--- config.mk ---
export PLATFORM = sky130hd
export DESIGN_NAME = sensor_event_sched_flat
export DESIGN_NICKNAME = d
export VERILOG_FILES = /design/src/rtl/sensor_event_sched_pkg.sv /design/src/rtl/sensor_event_sched_if.sv /design/src/rtl/sensor_event_sched_run_det.sv /design/src/rtl/sensor_event_sched.sv /design/src/flat_wrapper.sv
export SDC_FILE = /design/constraint.sdc
export NUM_CORES = 1
export LEC_CHECK = 0
export BUFFER_PORTS_ARGS = -buffer_cell sky130_fd_sc_hd__buf_4
export CORE_MARGIN = 2
export CORE_UTILIZATION = 53
export DETAILED_ROUTE_END_ITERATION = 6
export PLACE_DENSITY = 0.87
export SETUP_SLACK_MARGIN = 0.15
export SLEW_MARGIN = 10
export SYNTH_ARGS = -nofsm -noshare
export SYNTH_HDL_FRONTEND = slang
export SYNTH_SLANG_ARGS = --single-unit
--- constraint.sdc ---
create_clock -name clk -period 1.4 [get_ports clk]
set_input_delay 0.14 -clock clk [delete_from_list [all_inputs] [get_ports clk]]
set_output_delay 0.14 -clock clk [all_outputs]
set_load 0.05 [all_outputs]
--- src/rtl/sensor_event_sched_pkg.sv ---
// sensor_pkg: shared constants, scheduler state type and clog2 helper for sensor_event_sched.
package sensor_pkg;
   localparam int RUN_LEN_DEF = 8;
   typedef enum logic {IDLE, OFFER} sched_state_t;
   function automatic int clog2(input int v);
      int r;
      r = 0;
      for (int k = 0; k < 31; k++) if ((1 << k) < v) r = k + 1;
      return r;
   endfunction
endpackage

--- src/rtl/sensor_event_sched_if.sv ---
// sensor_event_sched_if: valid/ready event port carrying the line id of a detection.
interface sensor_event_sched_if #(parameter int N_CH = 4);
   import sensor_pkg::*;
   localparam int ID_W = clog2(N_CH);
   logic            evt_valid;
   logic [ID_W-1:0] evt_id;
   logic            evt_ready;
   modport master(output evt_valid, evt_id, input evt_ready);
   modport slave(input evt_valid, evt_id, output evt_ready);
endinterface

--- src/rtl/sensor_event_sched_run_det.sv ---
// sensor_run_det: fires hit on every RUN_LEN-th consecutive zero sample of one sensor line.
module sensor_run_det import sensor_pkg::*; #(
   parameter int RUN_LEN = RUN_LEN_DEF
) (
   input  logic clk,
   input  logic reset,
   input  logic enable,
   input  logic in,
   output logic hit
);
   localparam int CW = clog2(RUN_LEN);
   logic [CW-1:0] cnt;
   assign hit = enable & ~in & (cnt == CW'(RUN_LEN - 1));
   // counting restarts after each hit so long runs produce repeated detections
   always_ff @(posedge clk)
      if (reset || !enable || in || hit) cnt <= '0;
      else cnt <= cnt + 1'b1;
endmodule

--- src/rtl/sensor_event_sched.sv ---
// sensor_event_sched: per-line run detectors feeding a round-robin scheduler onto one event port.
module sensor_event_sched import sensor_pkg::*; #(
   parameter int N_CH    = 4,
   parameter int RUN_LEN = RUN_LEN_DEF
) (
   input  logic                 clk,
   input  logic                 reset,
   input  logic                 enable,
   input  logic [N_CH-1:0]      in,
   sensor_event_sched_if.master evt,
   output logic [N_CH-1:0]      ovf,
   input  logic [N_CH-1:0]      ovf_clr
);
   localparam int ID_W = clog2(N_CH);
   logic [N_CH-1:0] hit, pend, take;
   logic [ID_W-1:0] last_grant, sel, evt_id_q;
   logic            hs, any;
   sched_state_t    state, state_n;
   genvar i;
   for (i = 0; i < N_CH; i++) begin : g_det
      sensor_run_det #(.RUN_LEN(RUN_LEN)) u_det (
         .clk(clk), .reset(reset), .enable(enable), .in(in[i]), .hit(hit[i])
      );
   end
   assign hs   = evt.evt_valid & evt.evt_ready;
   assign take = hs ? (N_CH'(1) << evt_id_q) : '0;
   assign any  = |pend;
   // scan downward so the first pending line after last_grant is the one kept
   always_comb begin
      logic [ID_W-1:0] j;
      j = '0;
      sel = '0;
      for (int k = N_CH; k >= 1; k--) begin
         j = ID_W'((int'(last_grant) + k) % N_CH);
         if (pend[j]) sel = j;
      end
   end
   always_ff @(posedge clk)
      if (reset) state <= IDLE;
      else state <= state_n;
   always_comb
      state_n = (state == IDLE) ? (any ? OFFER : IDLE) : (hs ? IDLE : OFFER);
   always_comb begin
      evt.evt_valid = (state == OFFER);
      evt.evt_id    = evt_id_q;
   end
   // a hit on the line being consumed this cycle replaces the old event instead of overflowing
   always_ff @(posedge clk)
      if (reset) begin
         evt_id_q   <= '0;
         last_grant <= ID_W'(N_CH - 1);
         pend       <= '0;
         ovf        <= '0;
      end else begin
         if (state == IDLE && any) evt_id_q <= sel;
         if (hs) last_grant <= evt_id_q;
         pend <= hit | (pend & ~take);
         ovf  <= (ovf & ~ovf_clr) | (hit & pend & ~take);
      end
endmodule

--- src/flat_wrapper.sv ---
// flat-port wrapper written by rule: the top's interface ports become plain ports
module sensor_event_sched_flat import sensor_pkg::*;
#(
   parameter int N_CH    = 4,
   parameter int RUN_LEN = RUN_LEN_DEF
)
  (clk, reset, enable, in, ovf, ovf_clr, evt_evt_valid, evt_evt_id, evt_evt_ready);
  sensor_event_sched_if #(.N_CH(N_CH)) evt_i ();
  input  logic clk;
  input  logic reset;
  input  logic enable;
  input  logic [N_CH-1:0] in;
  output logic [N_CH-1:0] ovf;
  input  logic [N_CH-1:0] ovf_clr;
  output wire logic [$bits(evt_i.evt_valid)-1:0] evt_evt_valid;
  output wire logic [$bits(evt_i.evt_id)-1:0] evt_evt_id;
  input wire logic [$bits(evt_i.evt_ready)-1:0] evt_evt_ready;
  assign evt_evt_valid = evt_i.evt_valid;
  assign evt_evt_id = evt_i.evt_id;
  assign evt_i.evt_ready = evt_evt_ready;
  sensor_event_sched #(.N_CH(N_CH), .RUN_LEN(RUN_LEN)) u_core (.clk(clk), .reset(reset), .enable(enable), .in(in), .evt(evt_i), .ovf(ovf), .ovf_clr(ovf_clr));
endmodule
==> results of run 1 <==
==> cell usage in the layout, fill, tap and decap left out, drive strengths merged <==
cell,count
and2,8
o32ai,1
and2b,1
inv,4
buf,18
ha,8
o31ai,4
or3b,2
a211o,1
a211oi,2
o211ai,1
a21oi,5
nor4,5
dlygate4sd3,5
nand2,2
nand2b,4
o221ai,2
nand3,1
clkbuf,3
o21ai,5
a2bb2oi,1
nor2,8
dfxtp,25
clkinvlp,1
nand3b,5
nor3,4
==> routing by layer <==
layer,GRT usage (%),share of wire (%)
met1,24.01,41
met2,35.65,54
met3,3.086,2.4
met4,10.95,2.6
met5,0,0
==> registers in the layout (all words and copies together), names as in the netlist <==
register and flops:
u_core.pend 4, u_core.ovf 4, u_core.evt.evt_valid 1, u_core.evt.evt_id 2
u_core.g_det.u_det.cnt 12, u_core.last_grant 2
==> critical path, delay by kind of cell, from the launching register on <==
kind	cells	cell delay [ns]
adder cells (fa/ha/maj)	2	0.37
flip-flops	1	0.36
AO/OA/AOI/OAI	1	0.25
AND/OR/NAND/NOR	1	0.13
==> kinds of logic after synthesis <==
logic type	synth area share, %
adder cells (fa/ha/maj)	9.581
AND/OR/NAND/NOR	23.71
AO/OA/AOI/OAI	16.41
flip-flops	47.90
buffers and inverters	2.395
==> cell type report <==
| type | instances | area (um2) | area share [%] |
|---|---|---|---|
| flip-flops and latches | 25 | 505.5 | 38.48 |
| clock inverters | 1 | 7.507 | 0.5714 |
| well taps | 27 | 33.78 | 2.571 |
| inverters | 4 | 15.01 | 1.143 |
| repair buffers | 23 | 185.2 | 14.10 |
| clock buffers | 3 | 22.52 | 1.714 |
| multi-input cells | 70 | 544.3 | 41.43 |
==> final timing paths <==
path / endpoint / from / slack [ns]
setup / recovery: u_core.ovf[2] / u_core.g_det[2].u_det.cnt[0] / 0.21
hold / removal: u_core.ovf[0] / ovf_clr[0] / 0.07
setup reg to reg: u_core.ovf[2] / u_core.g_det[2].u_det.cnt[0] / 0.21
hold reg to reg: u_core.g_det[2].u_det.cnt[0] / u_core.g_det[2].u_det.cnt[0] / 0.43
==> timing repair <==
item                                    in CTS  in global routing
endpoints found under the setup margin       0                  7
hold buffers                                 5                  0
hold endpoints to repair                     5                  0
gates resized for setup                      0                  6
setup buffers                                0                  0
==> cells in the mapped netlist (2+ instances only) <==
cell	count
nor2_1	8
or3b_2	2
nand2b_1	3
o21ai_1	2
nand3b_1	5
dfxtp_1	25
inv_1	4
o221ai_1	2
buf_2	2
nor4_1	4
ha_1	8
a21oi_1	5
o21ai_0	3
o31ai_1	3
and2_1	8
nor3_1	4
==> power by group through the flow <==
stage | logic [mW] | clock network [mW] | registers, mW
detailed placement | 0.0568 | 0 | 0.736
global route | 0.0775 | 0.377 | 0.722
finish | 0.0708 | 0.334 | 0.721
CTS | 0.0683 | 0.337 | 0.721
floorplan | 0.0236 | 0 | 0.735
global placement | 0.0547 | 0 | 0.736
==> results.yml, run 1 <==
worst_setup_path:
  critical_path_required_ns: 1.65
  crit_type: "register to register"
  cp_common_cell: "ha_1"
  r2r_cells: 4
  path_cells: "ha_1, ha_1, nand3b_1, o32ai_2"
  cpMaxStageDelayCell: "dfxtp_2"
  max_stage_delay_ns: 0.36
  worst_ep_arrival_time_ns: 1.44
  worst_setup_path_start_kind: "register"
  end_kind: "register"
  cp_max_fo: 3
final_layout:
  fin_nets: 147
  utilization_pct: 69.08
  n_antenna_cell: 0
  stdcell_count: 153
  layout-drive-gt1-share_pct: 30.95
  nFillCells: 150
  syn_to_final_growth_pct: 25.75
  fin_area_mm2: 0.001314
job:
  drv_cap: 0
clock_network:
  cts_tree: "done"
  cts_root_buf: "clkbuf_4"
  cts.sinks: 25
  htree_levels: 1
  worstSkewPairLatency_ns: 0.33
  clock_path_buffers: 2
  numCtsBuffers: 3
  clkSlewWorstSetupHoldPaths_ns: 0.14
detailed_routing:
  via_per_inst: 5.562
  drcViolationCount: 0
  drt_wl_total_mm: 2.093
  ant_nets: 0
  drt-pass1-iter-count: 4
  drtIter0Drc: 16
  vias: 851
  drt-wirelength-per-cell_um: 13.68
power:
  p_clk_share_pct: 29.7
  power_density_mw_per_mm2: 856.6
  net-switching-power_uw: 257.9
  internal_power_uw: 867.5
  power.leakage_nw: 0.5390
  irDropWorstVdd_mv: 0.5812
  total_power_mw: 1.125
  seq_power_share_pct: 64.1
  p_sw_share_pct: 22.92
  comb_power_share_pct: 6.3
grt:
  grt_antenna_before_repair: 0
  track_usage_pct: 20.37
  grt_start_max_net_pins: 20
  grt_pass1_wl_mm: 3.712
  globalRoute.totalOverflow: 0
  first_global_vias: 869
synthesis:
  synth_warnings: 0
  ys_seq_area_share_pct: 47.90
  synthArstFlopShare_pct: 0
  syn-mean-instance-area_um2: 10.34
  syn-num-nets: 121
  syn_inst: 101
  synthTopCellsByArea: "dfxtp_1 48%, ha_1 9.6%, and2_1 4.8%"
  syn_area_mm2: 0.001045
  synth_area_leader_cell: "dfxtp_1"
  ys_ff_latch: 25
  synth_top_cell_area_share_pct: 47.90
  synthFlopType: "dfxtp_1"
  synth_cell_types: 29
  synth_edf_count: 0
sta:
  slew_violations: 0
  fmax_mhz: 843.0
  rsz0062_at_grt: "true"
  setup_viol: 0
  fin_crit_sh_pct: 84.73
  setup_tns_ns: 0
  fin_ws_ns: 0.2138
  hold_ws_ns: 0.06959
  period_minus_slack_ns: 1.186
  hold_viol_final: 0
  fin_skew_ns: 0.003615
  slew_headroom_pct: 78.46
  worst_slew_pin_slew_ns: 0.3205
floorplanning:
  die_area_mm2: 0.002343
  die_h_um: 48.40
  num_rows: 16
  core_mm2: 0.001902
  num_io_pins: 19
  die_w_um: 48.40
  start_util_pct: 54.93
placement:
  hpwl_mm: 1.554
  gp_congestion: 0.7538
  pre_cts_ws_ns: 0.2503
  placed_area_mm2: 0.001207
  io_buffers: 18
  dpl.cell_count: 144
hold_path:
  hold_depth: 3
  hp-class: "input port to register"
run_status:
  outcome: "finished, final reports clean"
No activity file was read; power rests on OpenSTA's default activity.
==> run 2, diff against run 1 <==
--- a/config.mk
+++ b/config.mk
@@ -5,11 +5,12 @@
 export SDC_FILE = /design/constraint.sdc
 export NUM_CORES = 1
 export LEC_CHECK = 0
+export ABC_AREA = 1
 export BUFFER_PORTS_ARGS = -buffer_cell sky130_fd_sc_hd__buf_4
 export CORE_MARGIN = 2
-export CORE_UTILIZATION = 53
+export CORE_UTILIZATION = 49
 export DETAILED_ROUTE_END_ITERATION = 6
-export PLACE_DENSITY = 0.87
+export PLACE_DENSITY = 0.84
 export SETUP_SLACK_MARGIN = 0.15
 export SLEW_MARGIN = 10
 export SYNTH_ARGS = -nofsm -noshare
==> constraint.sdc (replaced) <==
create_clock -name clk -period 1 [get_ports clk]
set_input_delay 0.1 -clock clk [delete_from_list [all_inputs] [get_ports clk]]
set_output_delay 0.1 -clock clk [all_outputs]
set_load 0.05 [all_outputs]
==> run 2 against run 1 <==
The run now ends with setup timing left. Worst hold slack lost 0.055 ns. Count of clock-buffer cells in the layout is the same. Critical path depth grew 6. Utilization grew 20 points. Sequential power grew 40%. Global-route usage grew 8.3 points. Non-clock buffer count grew 21. Largest cell class unchanged.
==> results.yml, run 2 <==
sta:
  rsz0062_at_grt: "true"
  fin_ws_ns: -0.3287
  period_minus_slack_ns: 1.329
  fin_skew_ns: 0.003611
  worst_slew_pin_slew_ns: 0.4675
  fmax_mhz: 752.6
  slew_violations: 0
  fin_crit_sh_pct: 132.9
  setup_viol: 23
  hold_viol_final: 0
  slew_headroom_pct: 68.80
power:
  power.leakage_nw: 0.8996
  total_power_mw: 1.617
  power_density_mw_per_mm2: 795.2
  irDropWorstVdd_mv: 1.082
synthesis:
  synth.mux.area_fraction_pct: 0
  synth_compound_area_share_pct: 8.619
  synth_warnings: 0
  syn-mean-instance-area_um2: 7.347
  ys_seq_area_share_pct: 41.54
  synth_edf_count: 0
  syn_area_mm2: 0.001205
  synthTopCellsByArea: "dfxtp_1 42%, inv_1 9.3%, nand2_1 9.0%"
  synth_cell_types: 21
  synthFlopType: "dfxtp_1"
  synthArstFlopShare_pct: 0
  ys_ff_latch: 25
  synth-simple-area-share_pct: 30.22
  synth_top_family_by_area: "simple AND/OR/NAND/NOR gates"
  synth_top_cell_area_share_pct: 41.54
  yosysMostFrequentCell: "inv_1"
  syn_inst: 164
  synthXorXnorAreaFrac_pct: 0
  syn-num-nets: 184
  synth_commonest_cells: "30 x inv_1, 29 x nand2_1, 28 x nor2_1, 25 x dfxtp_1, 11 x nand3_1"
  synth-adder-area-share_pct: 8.307
  synth_area_leader_cell: "dfxtp_1"
final_layout:
  layout-drive-gt1-share_pct: 64.76
  regMostFlops: "u_core.g_det.u_det.cnt"
  seq_area_um2: 533.0
  final_common_cell: "buf_4"
  largest_reg_flops: 12
  final_cell_mix: "32 x buf_4, 19 x inv_1, 18 x nand2_1"
  reg_top3: "u_core.g_det.u_det.cnt: 12 flops, u_core.ovf: 4 flops, u_core.pend: 4 flops"
  multi_input_area_um2: 892.1
  syn_to_final_growth_pct: 68.74
  nFillCells: 89
  n_antenna_cell: 0
  stdcell_count: 238
  fin_area_mm2: 0.002033
  fin_nets: 231
grt:
  first_global_vias: 1372
  use_met2_pct: 55.14
  met3_usage_pct: 5.556
  globalRoute.totalOverflow: 0
  grt_pass1_wl_mm: 5.782
  grt_busiest_layer: "met2"
  grt_use_met1_pct: 28.70
  grt_antenna_before_repair: 0
  track_usage_pct: 28.71
  grt_start_max_net_pins: 15
detailed_routing:
  vias: 1305
  drt-pass1-iter-count: 4
  drcViolationCount: 0
  via_per_inst: 5.483
  drtIter0Drc: 26
  drt-wirelength-per-cell_um: 16.80
  ant_nets: 0
  drt_wl_total_mm: 3.999
floorplanning:
  num_io_pins: 19
  num_rows: 17
  die_w_um: 53.59
  die_area_mm2: 0.002872
  start_util_pct: 52.94
  core_mm2: 0.002276
  die_h_um: 53.59
clock_network:
  ctsHoldBuffers: 0
  cts.sinks: 25
  htree_levels: 1
  clock_path_buffers: 2
  worstSkewPairLatency_ns: 0.33
  numCtsBuffers: 3
  cts_root_buf: "clkbuf_4"
  clkSlewWorstSetupHoldPaths_ns: 0.14
  cts_tree: "done"
job:
  drv_cap: 0
run_status:
  violations: "setup timing"
  outcome: "finished with violations"
worst_setup_path:
  worst_ep_arrival_time_ns: 1.60
  end_kind: "register"
  crit_type: "register to register"
  critical_path_required_ns: 1.27
  cp_max_fo: 8
  worst_setup_path_start_kind: "register"
  critical_path_buf_inv_count: 3
  path_cells: "buf_12, inv_8, nand2_2, nand3_1, nand2_1, inv_2, nand2_1, a21oi_2, nand2_1, a21oi_2"
  max_stage_delay_ns: 0.36
  cpMaxStageDelayCell: "dfxtp_2"
  path_delay_family: "simple AND/OR/NAND/NOR gates"
  cp_common_cell: "nand2_1"
placement:
  io_buffers: 18
  placed_area_mm2: 0.001619
  hpwl_mm: 2.313
  gp_congestion: 0.8660
  dpl.cell_count: 220
  pre_cts_ws_ns: -0.2941
hold_path:
  hp-class: "input port to register"
[run 2: changes by cell type after synthesis, sizes merged, moves of 3 or more]
cell    before  now
a21oi        5    8
and2         8    1
inv          4   31
nand2        2   35
nand2b       4    0
nand3        1   14
nand3b       5    0
nor2         8   28
nor4         5    0
o21ai        5    2
o31ai        4    0
[run 2: layer usage]
layer | vias up | share of wire [%]
li1 | 611 | -
met1 | 635 | 40
met2 | 46 | 53
met3 | 13 | 4.4
met4 | 0 | 2.8
met5 | - | 0
[run 2: cell families (layout without fill, tap and decap cells)]
kind of cell             Yosys count  in the layout
flip-flops                        25             25
AO/OA/AOI/OAI                     16             16
buffers and inverters             33             79
adder cells (fa/ha/maj)            8              8
AND/OR/NAND/NOR                   82             82
[run 2: per-stage QoR]
stage	TNS (ns)	utilization (%)	hold slack, ns
global placement	-0.5138	71.14	0.3590
floorplan	-0.3431	-	0.2633
global route	-3.142	89.33	0.01402
finish	-2.203	89.33	0.01433
detailed placement	-1.379	71.14	0.3717
CTS	-1.282	81.69	0.01616
[run 2: timing repair]
| item | in CTS | in global routing |
|---|---|---|
| setup buffers | 8 | 6 |
| pin swaps | 12 | 14 |
| resized for setup | 52 | 34 |
| endpoints found under the setup margin | 32 | 32 |
[run 2: where the power goes]
group,switching [mW],leakage [nW],internal (mW)
Clock,0.328,0.0177,0.150
Combinational,0.0741,0.671,0.0583
Sequential,0.00826,0.211,0.997
[run 2: final cells by class]
type / count / share of cell area [%]
Clock inverter: 1 / 0.2462
Inverter: 31 / 6.646
Multi-Input combinational cell: 106 / 43.88
Tap cell: 28 / 1.723
Timing Repair Buffer: 44 / 20.18
Sequential cell: 25 / 26.22
Clock buffer: 3 / 1.108
[run 2: worst register-to-register path, cell delays in order (launching register included)]
cell	delay [ns]
dfxtp_2	0.36
buf_12	0.14
inv_8	0.06
nand2_2	0.06
nand3_1	0.09
nand2_1	0.08
inv_2	0.06
nand2_1	0.07
a21oi_2	0.13
nand2_1	0.08
a21oi_2	0.14
[run 2: worst paths after layout]
path,startpoint,to,slack (ns),depth (start not counted)
worst max-delay path,u_core.last_grant[0],u_core.evt.evt_id[0],-0.33,10
worst max register to register,u_core.last_grant[0],u_core.evt.evt_id[0],-0.33,10
worst min register to register,u_core.g_det[2].u_det.cnt[0],u_core.g_det[2].u_det.cnt[0],0.45,1
worst min-delay path,ovf_clr[0],u_core.ovf[0],0.01,4
==> run 3, diff against run 2 <==
--- a/config.mk
+++ b/config.mk
@@ -16,3 +16,4 @@
 export SYNTH_ARGS = -nofsm -noshare
 export SYNTH_HDL_FRONTEND = slang
 export SYNTH_SLANG_ARGS = --single-unit
+export TNS_END_PERCENT = 50
==> run 3 against run 2 <==
The run still ends with setup timing left. Non-clock buffer count is 6 lower. Global-route usage is 4.4 points lower. Routed wire length is 4.3% higher. Clock skew is 0.0072 ns higher. Highest routed layer unchanged.
==> results.yml, run 3 (same netlist as run 2, synthesis figures left out) <==
hold_path:
  holdPathEnd: "u_core.ovf[0]"
  holdCritStartpoint: "ovf_clr[0]"
  hold_depth: 4
  hp-class: "input port to register"
floorplanning:
  core_mm2: 0.002276
  die_h_um: 53.59
  num_io_pins: 19
  die_w_um: 53.59
  start_util_pct: 52.94
  num_rows: 17
  die_area_mm2: 0.002872
final_layout:
  largest_reg_flops: 12
  n_antenna_cell: 0
  layout-drive-gt1-share_pct: 59.31
  utilization_pct: 85.60
  fin_nets: 225
  regMostFlops: "u_core.g_det.u_det.cnt"
  final_common_cell: "buf_4"
  final_cell_mix: "27 x buf_4, 22 x nand2_1, 20 x inv_1"
  syn_to_final_growth_pct: 61.68
  reg_top3: "u_core.g_det.u_det.cnt: 12 flops, u_core.ovf: 4 flops, u_core.pend: 4 flops"
job:
  drv_cap: 0
grt:
  grt_antenna_before_repair: 0
  track_usage_pct: 24.30
  globalRoute.totalOverflow: 0
  grt_pass1_wl_mm: 4.871
  first_global_vias: 1142
  grt_start_max_net_pins: 14
detailed_routing:
  top_layer: "met4"
  drtIter0Drc: 55
  drt-pass1-iter-count: 4
  drt-wirelength-per-cell_um: 17.98
  vias: 1304
  drcViolationCount: 0
  met1_length_mm: 1.587
  via_per_inst: 5.621
  drt_wl_total_mm: 4.172
  dr_wl_met2_mm: 2.197
  ant_nets: 0
  met3_length_um: 187
power:
  seq_power_share_pct: 62.6
  p_clk_share_pct: 28.8
  irDropWorstVdd_mv: 1.029
  comb_power_share_pct: 8.6
  p_sw_share_pct: 24.60
  net-switching-power_uw: 394.0
  internal_power_mw: 1.207
  power.leakage_nw: 0.8367
  power_density_mw_per_mm2: 822.0
sta:
  slew_headroom_pct: 66.07
  fin_ws_ns: -0.3374
  period_minus_slack_ns: 1.337
  worst_slew_pin_slew_ns: 0.5084
  setup_viol: 23
  hold_viol_final: 0
  slew_violations: 0
  fin_crit_sh_pct: 133.7
  fin_skew_ns: 0.01085
  fmax_mhz: 747.7
  rsz0062_at_grt: "true"
worst_setup_path:
  worst_setup_path_start_kind: "register"
  r2r_slack_ns: -0.34
  end_kind: "register"
  worst_ep_arrival_time_ns: 1.60
  crit_type: "register to register"
  critical_path_required_ns: 1.26
  r2r_cells: 11
  regToRegEndpoint: "u_core.evt.evt_id[0]"
  r2r_start: "u_core.last_grant[0]"
  cp_max_fo: 8
placement:
  io_buffers: 18
  hpwl_mm: 2.004
  pre_cts_ws_ns: -0.2596
  gp_congestion: 0.7957
clock_network:
  numCtsBuffers: 3
  clock_path_buffers: 2
  htree_levels: 1
  cts_root_buf: "clkbuf_4"
  ctsHoldBuffers: 0
  cts_tree: "done"
  cts.sinks: 25
  worstSkewPairLatency_ns: 0.32
  clkSlewWorstSetupHoldPaths_ns: 0.15
run_status:
  violations: "setup timing"
  outcome: "finished with violations"
run 3: cell types whose count changed in the layout (fill, tap and decap cells not counted), sizes merged:
cell / previous run / this run
buf: 44 / 38
clkinv: 1 / 0
clkbuf: 3 / 4
run 3: worst max-delay path: stages, from the launching register on:
cell and delay [ns]:
dfxtp_2 0.37, buf_12 0.12, inv_6 0.04, nand2_1 0.08
nand2_2 0.09, nand2_4 0.10, nand3_2 0.10, nand3_2 0.07
nand2_1 0.05, nand2_1 0.06, nand2_1 0.08, a21oi_2 0.12
run 3: cell type report:
cell class                 instances  area [um2]
tap                               28       35.03
sequential                        25       538.0
multi-input combinational        106       858.3
inverter                          31       132.6
fill                             109       327.8
timing repair buffer              38       357.8
clock buffer                       4       26.28
run 3: worst max path at each step:
| stage | start | endpoint | slack, ns | cells past startpoint |
|---|---|---|---|---|
| 4_1_cts | u_core.last_grant[0] | u_core.evt.evt_id[0] | -0.26 | 10 |
| 3_3_place_gp | u_core.last_grant[0] | u_core.evt.evt_id[0] | -0.18 | 11 |
| 5_1_grt | u_core.last_grant[0] | u_core.evt.evt_id[0] | -0.40 | 11 |
| 2_1_floorplan | u_core.last_grant[0] | u_core.evt.evt_id[0] | -0.13 | 10 |
| 3_5_place_dp | u_core.last_grant[0] | u_core.evt.evt_id[0] | -0.26 | 10 |
| 6_report | u_core.last_grant[0] | u_core.evt.evt_id[0] | -0.34 | 11 |
run 3: repair_timing:
action | in CTS | in global routing
setup buffers | 1 | 9
setup endpoints to repair | 32 | 32
gates cloned | 0 | 0
pin swaps | 13 | 20
gates resized for setup | 42 | 46
run 3: power groups by stage:
stage	Clock [mW]	Sequential [mW]	Combinational [mW]
floorplan	0	1.02	0.0338
global placement	0	1.02	0.0812
detailed placement	0	1.02	0.0839
CTS	0.469	1.01	0.0937
global route	0.518	1.00	0.146
finish	0.462	1.00	0.138
run 3: layer usage:
layer / track usage (%) / vias up
li1: - / 596
met1: 28.30 / 632
met2: 40.33 / 54
met3: 5.278 / 22
met4: 15.38 / 0
met5: 0 / -
run 3: stage by stage:
step / hold slack [ns] / setup TNS (ns) / cell area, um2 / power, mW / instances
after global placement: 0.3627 / -0.6138 / 1530 / 1.105 / 218
after detailed placement: 0.3637 / -1.149 / 1530 / 1.108 / 218
after CTS: 0.009058 / -0.9358 / 1724 / 1.568 / 223
final: 0.06019 / -2.230 / 1948 / 1.601 / 232
after floorplan: 0.2633 / -0.3603 / 1287 / 1.057 / 164
after global routing: 0.04522 / -3.180 / 1948 / 1.667 / 232
